File: src/rtl/ifm_pkg.sv
// Shared types and helpers for the IFM feeder slice (state encoding, byte width, beat math).
package ifm_pkg;

    typedef enum logic [1:0] {
        IDLE,
        RUN,
        FIN
    } feeder_state_t;

    localparam int BYTE_W = 8;

    function automatic int beats_per_vec(input int col, input int in_bytes);
        return col / in_bytes;
    endfunction

endpackage

File: src/rtl/ifm_packer.sv
// Packs IN_BYTES-wide beats into one COL-byte vector; holds it (pack_full) until the staging
// register takes it via xfer.
module ifm_packer
    import ifm_pkg::*;
#(
    parameter int COL      = 8,
    parameter int IN_BYTES = 2
) (
    input  logic                      clk,
    input  logic                      rst,
    input  logic                      clr,
    input  logic                      allow,
    input  logic [IN_BYTES*8-1:0]     in_data,
    input  logic                      in_valid,
    output logic                      in_ready,
    input  logic                      xfer,
    output logic [COL*8-1:0]          pack_data,
    output logic                      pack_full
);

    localparam int BEATS  = beats_per_vec(COL, IN_BYTES);
    localparam int BW     = (BEATS > 1) ? $clog2(BEATS) : 1;
    localparam int BEAT_W = IN_BYTES * BYTE_W;

    logic [BW-1:0] beat_idx;
    logic          accept;
    logic          last_beat;

    assign in_ready  = allow && !pack_full;
    assign accept    = in_valid && in_ready;
    assign last_beat = (beat_idx == BW'(BEATS - 1));

    // NOTE: every register here is written with <= so all of them see the pre-edge beat_idx.
    always_ff @(posedge clk) begin
        if (rst) begin
            pack_data <= '0;
            beat_idx  <= '0;
            pack_full <= 1'b0;
        end else if (clr) begin
            beat_idx  <= '0;
            pack_full <= 1'b0;
        end else begin
            if (accept) begin
                pack_data[beat_idx*BEAT_W +: BEAT_W] <= in_data;
                if (last_beat) begin
                    beat_idx  <= '0;
                    pack_full <= 1'b1;
                end else begin
                    beat_idx <= beat_idx + BW'(1);
                end
            end
            // accept needs !pack_full and xfer needs pack_full, so the two never collide.
            if (xfer) begin
                pack_full <= 1'b0;
            end
        end
    end

endmodule

File: src/rtl/ifm_feeder.sv
// IFM feeder top: tile FSM, staging register and vector counters around ifm_packer.
// Optional starvation counter output stall_cnt is enabled by defining IFM_STALL_CNT_EN.
module ifm_feeder
    import ifm_pkg::*;
#(
    parameter int COL      = 8,
    parameter int IN_BYTES = 2,
    parameter int CNT_W    = 16
) (
    input  logic                  clk,
    input  logic                  rst,
    input  logic                  start,
    input  logic [CNT_W-1:0]      tile_len,
    input  logic [IN_BYTES*8-1:0] in_data,
    input  logic                  in_valid,
    output logic                  in_ready,
    input  logic                  step,
    output logic [COL*8-1:0]      ifm_out,
    output logic                  ifm_read,
    output logic                  busy,
    output logic                  done
`ifdef IFM_STALL_CNT_EN
    ,
    output logic [31:0]           stall_cnt
`endif
);

    localparam int BEATS = beats_per_vec(COL, IN_BYTES);
    localparam int TOT_W = CNT_W + $clog2(BEATS);

    feeder_state_t      state, state_nxt;
    logic [CNT_W-1:0]   len_q;
    logic [CNT_W-1:0]   issued;
    logic [TOT_W-1:0]   beats_acc;
    logic [TOT_W-1:0]   beats_total;
    logic [COL*8-1:0]   stg;
    logic               stg_vld;
    logic [COL*8-1:0]   pack_data;
    logic               pack_full;
    logic               start_ok;
    logic               allow;
    logic               accept;
    logic               fire;
    logic               xfer;

    assign start_ok    = (state == IDLE) && start;
    assign beats_total = TOT_W'(len_q) * TOT_W'(BEATS);
    assign allow       = (state == RUN) && (beats_acc < beats_total);
    assign accept      = in_valid && in_ready;
    assign fire        = (state == RUN) && stg_vld && step;
    assign xfer        = (state == RUN) && pack_full && (!stg_vld || fire);

    assign ifm_out  = stg;
    assign ifm_read = fire;
    assign busy     = (state == RUN);
    assign done     = (state == FIN);

    ifm_packer #(
        .COL      (COL),
        .IN_BYTES (IN_BYTES)
    ) u_packer (
        .clk       (clk),
        .rst       (rst),
        .clr       (start_ok),
        .allow     (allow),
        .in_data   (in_data),
        .in_valid  (in_valid),
        .in_ready  (in_ready),
        .xfer      (xfer),
        .pack_data (pack_data),
        .pack_full (pack_full)
    );

    // NOTE: state_nxt gets its default before the case so no path leaves it unassigned (no latch).
    always_comb begin
        state_nxt = state;
        case (state)
            IDLE: if (start) state_nxt = (tile_len != '0) ? RUN : FIN;
            RUN:  if (fire && (issued + CNT_W'(1) == len_q)) state_nxt = FIN;
            FIN:  state_nxt = IDLE;
            default: state_nxt = IDLE;
        endcase
    end

    always_ff @(posedge clk) begin
        if (rst) begin
            state     <= IDLE;
            len_q     <= '0;
            issued    <= '0;
            beats_acc <= '0;
            stg       <= '0;
            stg_vld   <= 1'b0;
        end else begin
            state <= state_nxt;
            if (start_ok) begin
                if (tile_len != '0) len_q <= tile_len;
                issued    <= '0;
                beats_acc <= '0;
            end
            if (accept) beats_acc <= beats_acc + TOT_W'(1);
            if (fire)   issued    <= issued + CNT_W'(1);
            // A fire with a simultaneous xfer keeps stg_vld high: back-to-back vectors.
            if (xfer) begin
                stg     <= pack_data;
                stg_vld <= 1'b1;
            end else if (fire) begin
                stg_vld <= 1'b0;
            end
        end
    end

`ifdef IFM_STALL_CNT_EN
    always_ff @(posedge clk) begin
        if (rst || start_ok) begin
            stall_cnt <= '0;
        end else if ((state == RUN) && step && !stg_vld && (stall_cnt != '1)) begin
            stall_cnt <= stall_cnt + 32'd1;
        end
    end
`endif

endmodule

File: config.mk
export PLATFORM = sky130hd
export DESIGN_NAME = ifm_feeder
export DESIGN_NICKNAME = d
export VERILOG_FILES = /design/src/rtl/ifm_pkg.sv /design/src/rtl/ifm_packer.sv /design/src/rtl/ifm_feeder.sv
export SDC_FILE = /design/constraint.sdc
export NUM_CORES = 1
export LEC_CHECK = 0
export BUFFER_PORTS_ARGS = -buffer_cell sky130_fd_sc_hd__buf_2
export CORE_UTILIZATION = 52
export DETAILED_ROUTE_END_ITERATION = 8
export PLACE_DENSITY = 0.74
export SLEW_MARGIN = 20
export SYNTH_ARGS = -nofsm -noshare
export SYNTH_HDL_FRONTEND = slang
export SYNTH_SLANG_ARGS = --single-unit
File: constraint.sdc
create_clock -name clk -period 2.2 [get_ports clk]
set_input_delay 0.33 -clock clk [delete_from_list [all_inputs] [get_ports clk]]
set_output_delay 0.33 -clock clk [all_outputs]
set_load 0.02 [all_outputs]
==> results.env <==
SYNTH_CELL_TYPE_COUNT=55
MAXCAPVIOLCOUNT=0
TOP_LEVEL_PORTS=105
CRITICAL_PATH.REG2REG.STARTPOINT='len_q[15]$_SDFFE_PP0P_'
CRITICAL_PATH.STARTPOINT='len_q[15]$_SDFFE_PP0P_'
NUMBER_OF_GLOBAL_ROUTE_VIAS_BEFORE_REPAIR=6973
POWER_FRAC_CLOCK_PCT=41.9
POWER_FRAC_SEQ_PCT=48.4
CLOCK_TREE.BUFFER_DEPTH=2
TOTALNEGATIVESETUPSLACK_NS=-12.14
TRITONCTS_CLOCK_TREE='done'
CRITPATHCAPTURETYPE='register'
FF2FF_SETUP_SLACK_NS=-0.22
DESIGN_AREA_UM2=10600
GRT_OVERFLOW_TOTAL=0
CRIT_END='beats_acc[12]$_SDFFE_PP0P_'
VIA_COUNT=8006
BUFFER_PORTS.INSERTED=104
PIN_COUNT_OF_THE_BIGGEST_NET_ENTERING_GLOBAL_ROUTING=172
NUM_ROWS=45
SYN_AVG_CELL_AREA_UM2=8.05
SYNTH_AREA_UM2=8040
INTPOWER_mW=5.17
TIMING.FINAL.WS_SETUP_NS=-0.220
WORSTSETUPPATHDEPTH=9
TIMING.FINAL.SETUP_VIOLATIONS=84
POST_SYNTH_EDFFS=0
POWER_DENSITY_nW_PER_UM2=664
TIGHTESTPINTRANSITION_NS=0.819
DRT-VIAS-PER-INSTANCE=5.91
CLKLATENCYLATEPIN_NS=0.43
HOLD_PATH_CLASS='input port to register'
LIBRARY_CELL_APPEARING_MOST_OFTEN_ON_THE_CRITICAL_PATH='nand4_1'
DRC_ERRORS=4
H-TREE-DEPTH=4
SYNTH_SEQ_CELLS=184
CELL_WITH_THE_LARGEST_STAGE_DELAY_ON_THE_WORST_PATH='o41a_4'
YOSYS_WARNINGS=0
CTS-ROOT-BUF='clkbuf_16'
POSTSYNTH.ASYNCRESETSHARE_PCT=0
TOP_DELAY_FAMILY_ON_CRIT_PATH='simple AND/OR/NAND/NOR gates'
FLOORPLAN.INITIALDENSITY_PCT=53.1
SYNTH_FLOP_CELL='dfxtp_1'
FINAL_NETS=1212
CELL_AREA_REPORTED_AFTER_DETAILED_PLACEMENT_UM2=9240
ANTENNA_FOUND_INITIAL=1
CTS.CLK_SLEW.WORST_PATHS_NS=0.07
WORST_PATH_LARGEST_CELL_DELAY_NS=0.42
TIMING.FINAL.MAX_SLEW_VIOLATIONS=0
CP_CELL_SEQUENCE='inv_2 -> ha_4 -> nand4_1 -> or2_4 -> o41a_4 -> nand4_1 -> buf_12 -> nor3_1 -> a211o_1'
DP_HPWL_MM=14.1
REG2REG_DEPTH=9
ARRIVAL_NS=2.74
FINALHOLDVIOLATIONS=0
COMBINATIONALPOWERSHARE_PCT=9.7
CRITICALPATHCATEGORY='register to register'
LEAKAGE_nW=4.11
DETAIL_ROUTE.WL_PER_CELL_UM=17.1
CRITICAL_PATH_BUF_INV_COUNT=2
RSZ0062_AT_GRT='yes'
R2R-END='beats_acc[12]$_SDFFE_PP0P_'
DIE_HEIGHT_UM=126
TIMING.MAX_SLEW.REL_SLACK_PCT=45.4
POWER.IR.VDD_WORST_V=0.000539
DRTANTENNAVIOLNETS=0
AREA.GROWTH.SYNTH_TO_FINAL_PCT=31.2
CTS-BUFFERS-INSERTED=17
DETAIL_ROUTE.WIRELENGTH_MM=23.2
CRITPATHMAXFANOUT=16
FIN_TOTAL_PWR_mW=7.01
DESIGN.CORE.AREA_UM2=15100
MAX_CLOCK_FREQ_GHz=0.413
GLOBAL_ROUTE_WIRE_LENGTH_BEFORE_REPAIR_MM=34.5
SKEW_NS=0.0102
POSTSYNTHNETCOUNT=1059
DIE-AREA_UM2=16000
TRITONCTS_NUM_SINKS=184
GRT_USAGE_PCT=27.3
DRIVE_GT1_SHARE_PCT=29.4
DETAILEDROUTE.FIRSTPASSITERATIONCOUNT=8
TIMING.FINAL.CRIT_SHARE_PCT=110
FIN_CRIT_NS=2.42
FAILED_CHECKS='design-rule violations, negative setup slack'
SEQ_AREA_FRAC_SYNTH_PCT=45.8
FINALWEIGHTEDCONGESTION=0.906
TIMING.CRITICAL_PATH.FROM_TYPE='register'
OUTCOME='complete, but fails checks'
POWER.SWITCHING_FRACTION_PCT=26.2
SWITCHING_POWER_mW=1.84
CP.REQUIRED_NS=2.52
FLOORPLAN.DIE.WIDTH_UM=126
SYNTH_CELLS=999
DRT_ITER0_MARKERS=788
-- cell usage after synthesis, types with 7 or more instances --
library cell  count  area (um2)
nand4_1          81         507
inv_1            19        71.3
ha_1             23         288
nor2_1           52         195
a21oi_1         157         786
mux2i_1          18         180
dfxtp_1         184        3680
nor4_1            8        50.1
nor3_1           13        65.1
nand2_1         225         845
xnor2_1          17         149
o21ai_0          16        80.1
and3_1           10        62.6
nand3_1          13        65.1
clkbuf_1         49         184
buf_2            16        80.1
xor2_1            7        61.3
-- registers in the layout, indices dropped and copies added, names as in the netlist --
name                count
ifm_out                64
beats_acc              18
u_packer.beat_idx       2
state                   2
issued                 16
u_packer.pack_data     64
len_q                  16
stg_vld                 1
u_packer.pack_full      1
-- placed cells by master, fill, tap and decap left out, drive strengths merged, types with 3 or more instances in the layout --
cell / n
nor3b: 6
nor2b: 4
clkbuf: 23
xor2: 7
nor2: 52
ha: 23
nand2b: 3
o21ai: 16
nor4: 10
inv: 28
mux2i: 18
nor3: 13
a311oi: 3
o22ai: 4
a21o: 6
nand4: 82
buf: 200
or2: 3
or3: 5
a211oi: 3
clkinv: 4
a31oi: 3
a211o: 3
xnor2: 17
or4: 5
dfxtp: 184
nand2: 225
nand3: 16
a21oi: 158
and3: 12
a22oi: 5
-- cell families (layout without fill, tap and decap cells) --
logic type / Yosys count / after routing / share of synthesized area [%]
compound gates: 214 / 214 / 14.9
xor+xnor: 24 / 24 / 2.61
fa+ha+maj: 23 / 23 / 3.58
buf+inv: 93 / 257 / 4.68
flops: 184 / 184 / 45.8
mux: 18 / 18 / 2.24
other cells: 0 / 1 / 0
simple gates: 443 / 445 / 26.2
-- final cells by class --
type | instances | area (um2)
Clock buffer | 18 | 439
Antenna cell | 1 | 2.50
Clock inverter | 14 | 128
Sequential cell | 184 | 3700
Fill cell | 1149 | 4590
Inverter | 20 | 75.1
Multi-Input combinational cell | 724 | 4440
Tap cell | 188 | 235
Timing Repair Buffer | 205 | 1530
-- timing repair --
item | 4_1_cts | 5_1_grt
pin swaps | 10 | 38
hold buffers | 0 | 0
gates resized for setup | 47 | 69
endpoints found under the setup margin | 83 | 87
gates cloned | 0 | 10
buffers inserted | 6 | 4
-- power by group through the flow --
stage          Clock [mW]  Sequential, mW  Combinational, mW
2_1_floorplan           0            3.46              0.297
3_3_place_gp            0            3.46              0.507
3_5_place_dp            0            3.47              0.512
4_1_cts              2.96            3.39              0.560
5_1_grt              3.12            3.39              0.715
6_report             2.94            3.39              0.680
-- per-stage QoR --
stage / hold slack (ns) / std cells / util [%] / setup WS [ns]
detailed placement: 0.443 / 1302 / 61.0 / -0.0921
global placement: 0.439 / 1302 / 61.0 / -0.0641
global route: 0.145 / 1353 / 69.6 / -0.278
finish: 0.145 / 1354 / 69.7 / -0.220
CTS: 0.136 / 1340 / 66.3 / -0.104
floorplan: 0.432 / 999 / - / 0.00265
-- how the worst min path moves through the flow --
stage	slack (ns)	to	cells past startpoint	start
3_3_place_gp	0.44	ifm_out[28]$_SDFFE_PP0P_	2	ifm_out[28]$_SDFFE_PP0P_
3_5_place_dp	0.44	ifm_out[38]$_SDFFE_PP0P_	2	ifm_out[38]$_SDFFE_PP0P_
4_1_cts	0.14	len_q[0]$_SDFFE_PP0P_	3	tile_len[0]
5_1_grt	0.15	len_q[7]$_SDFFE_PP0P_	3	tile_len[7]
2_1_floorplan	0.43	ifm_out[0]$_SDFFE_PP0P_	2	u_packer.pack_data[0]$_SDFFE_PP0P_
6_report	0.15	len_q[0]$_SDFFE_PP0P_	3	tile_len[0]
-- tightest hold or removal path: cells and delay by family --
family / cells / cell delay [ns]
buffers and inverters: 1 / 0.09
multiplexers: 1 / 0.05
AND/OR/NAND/NOR: 1 / 0.07
-- per-layer routing --
layer  GRT usage, %  part of all wire, %
met5              0                    0
met4           11.1                  3.6
met3           5.36                  5.9
met2           44.7                   48
met1           35.5                   42
(Power assumes the default switching activity.)
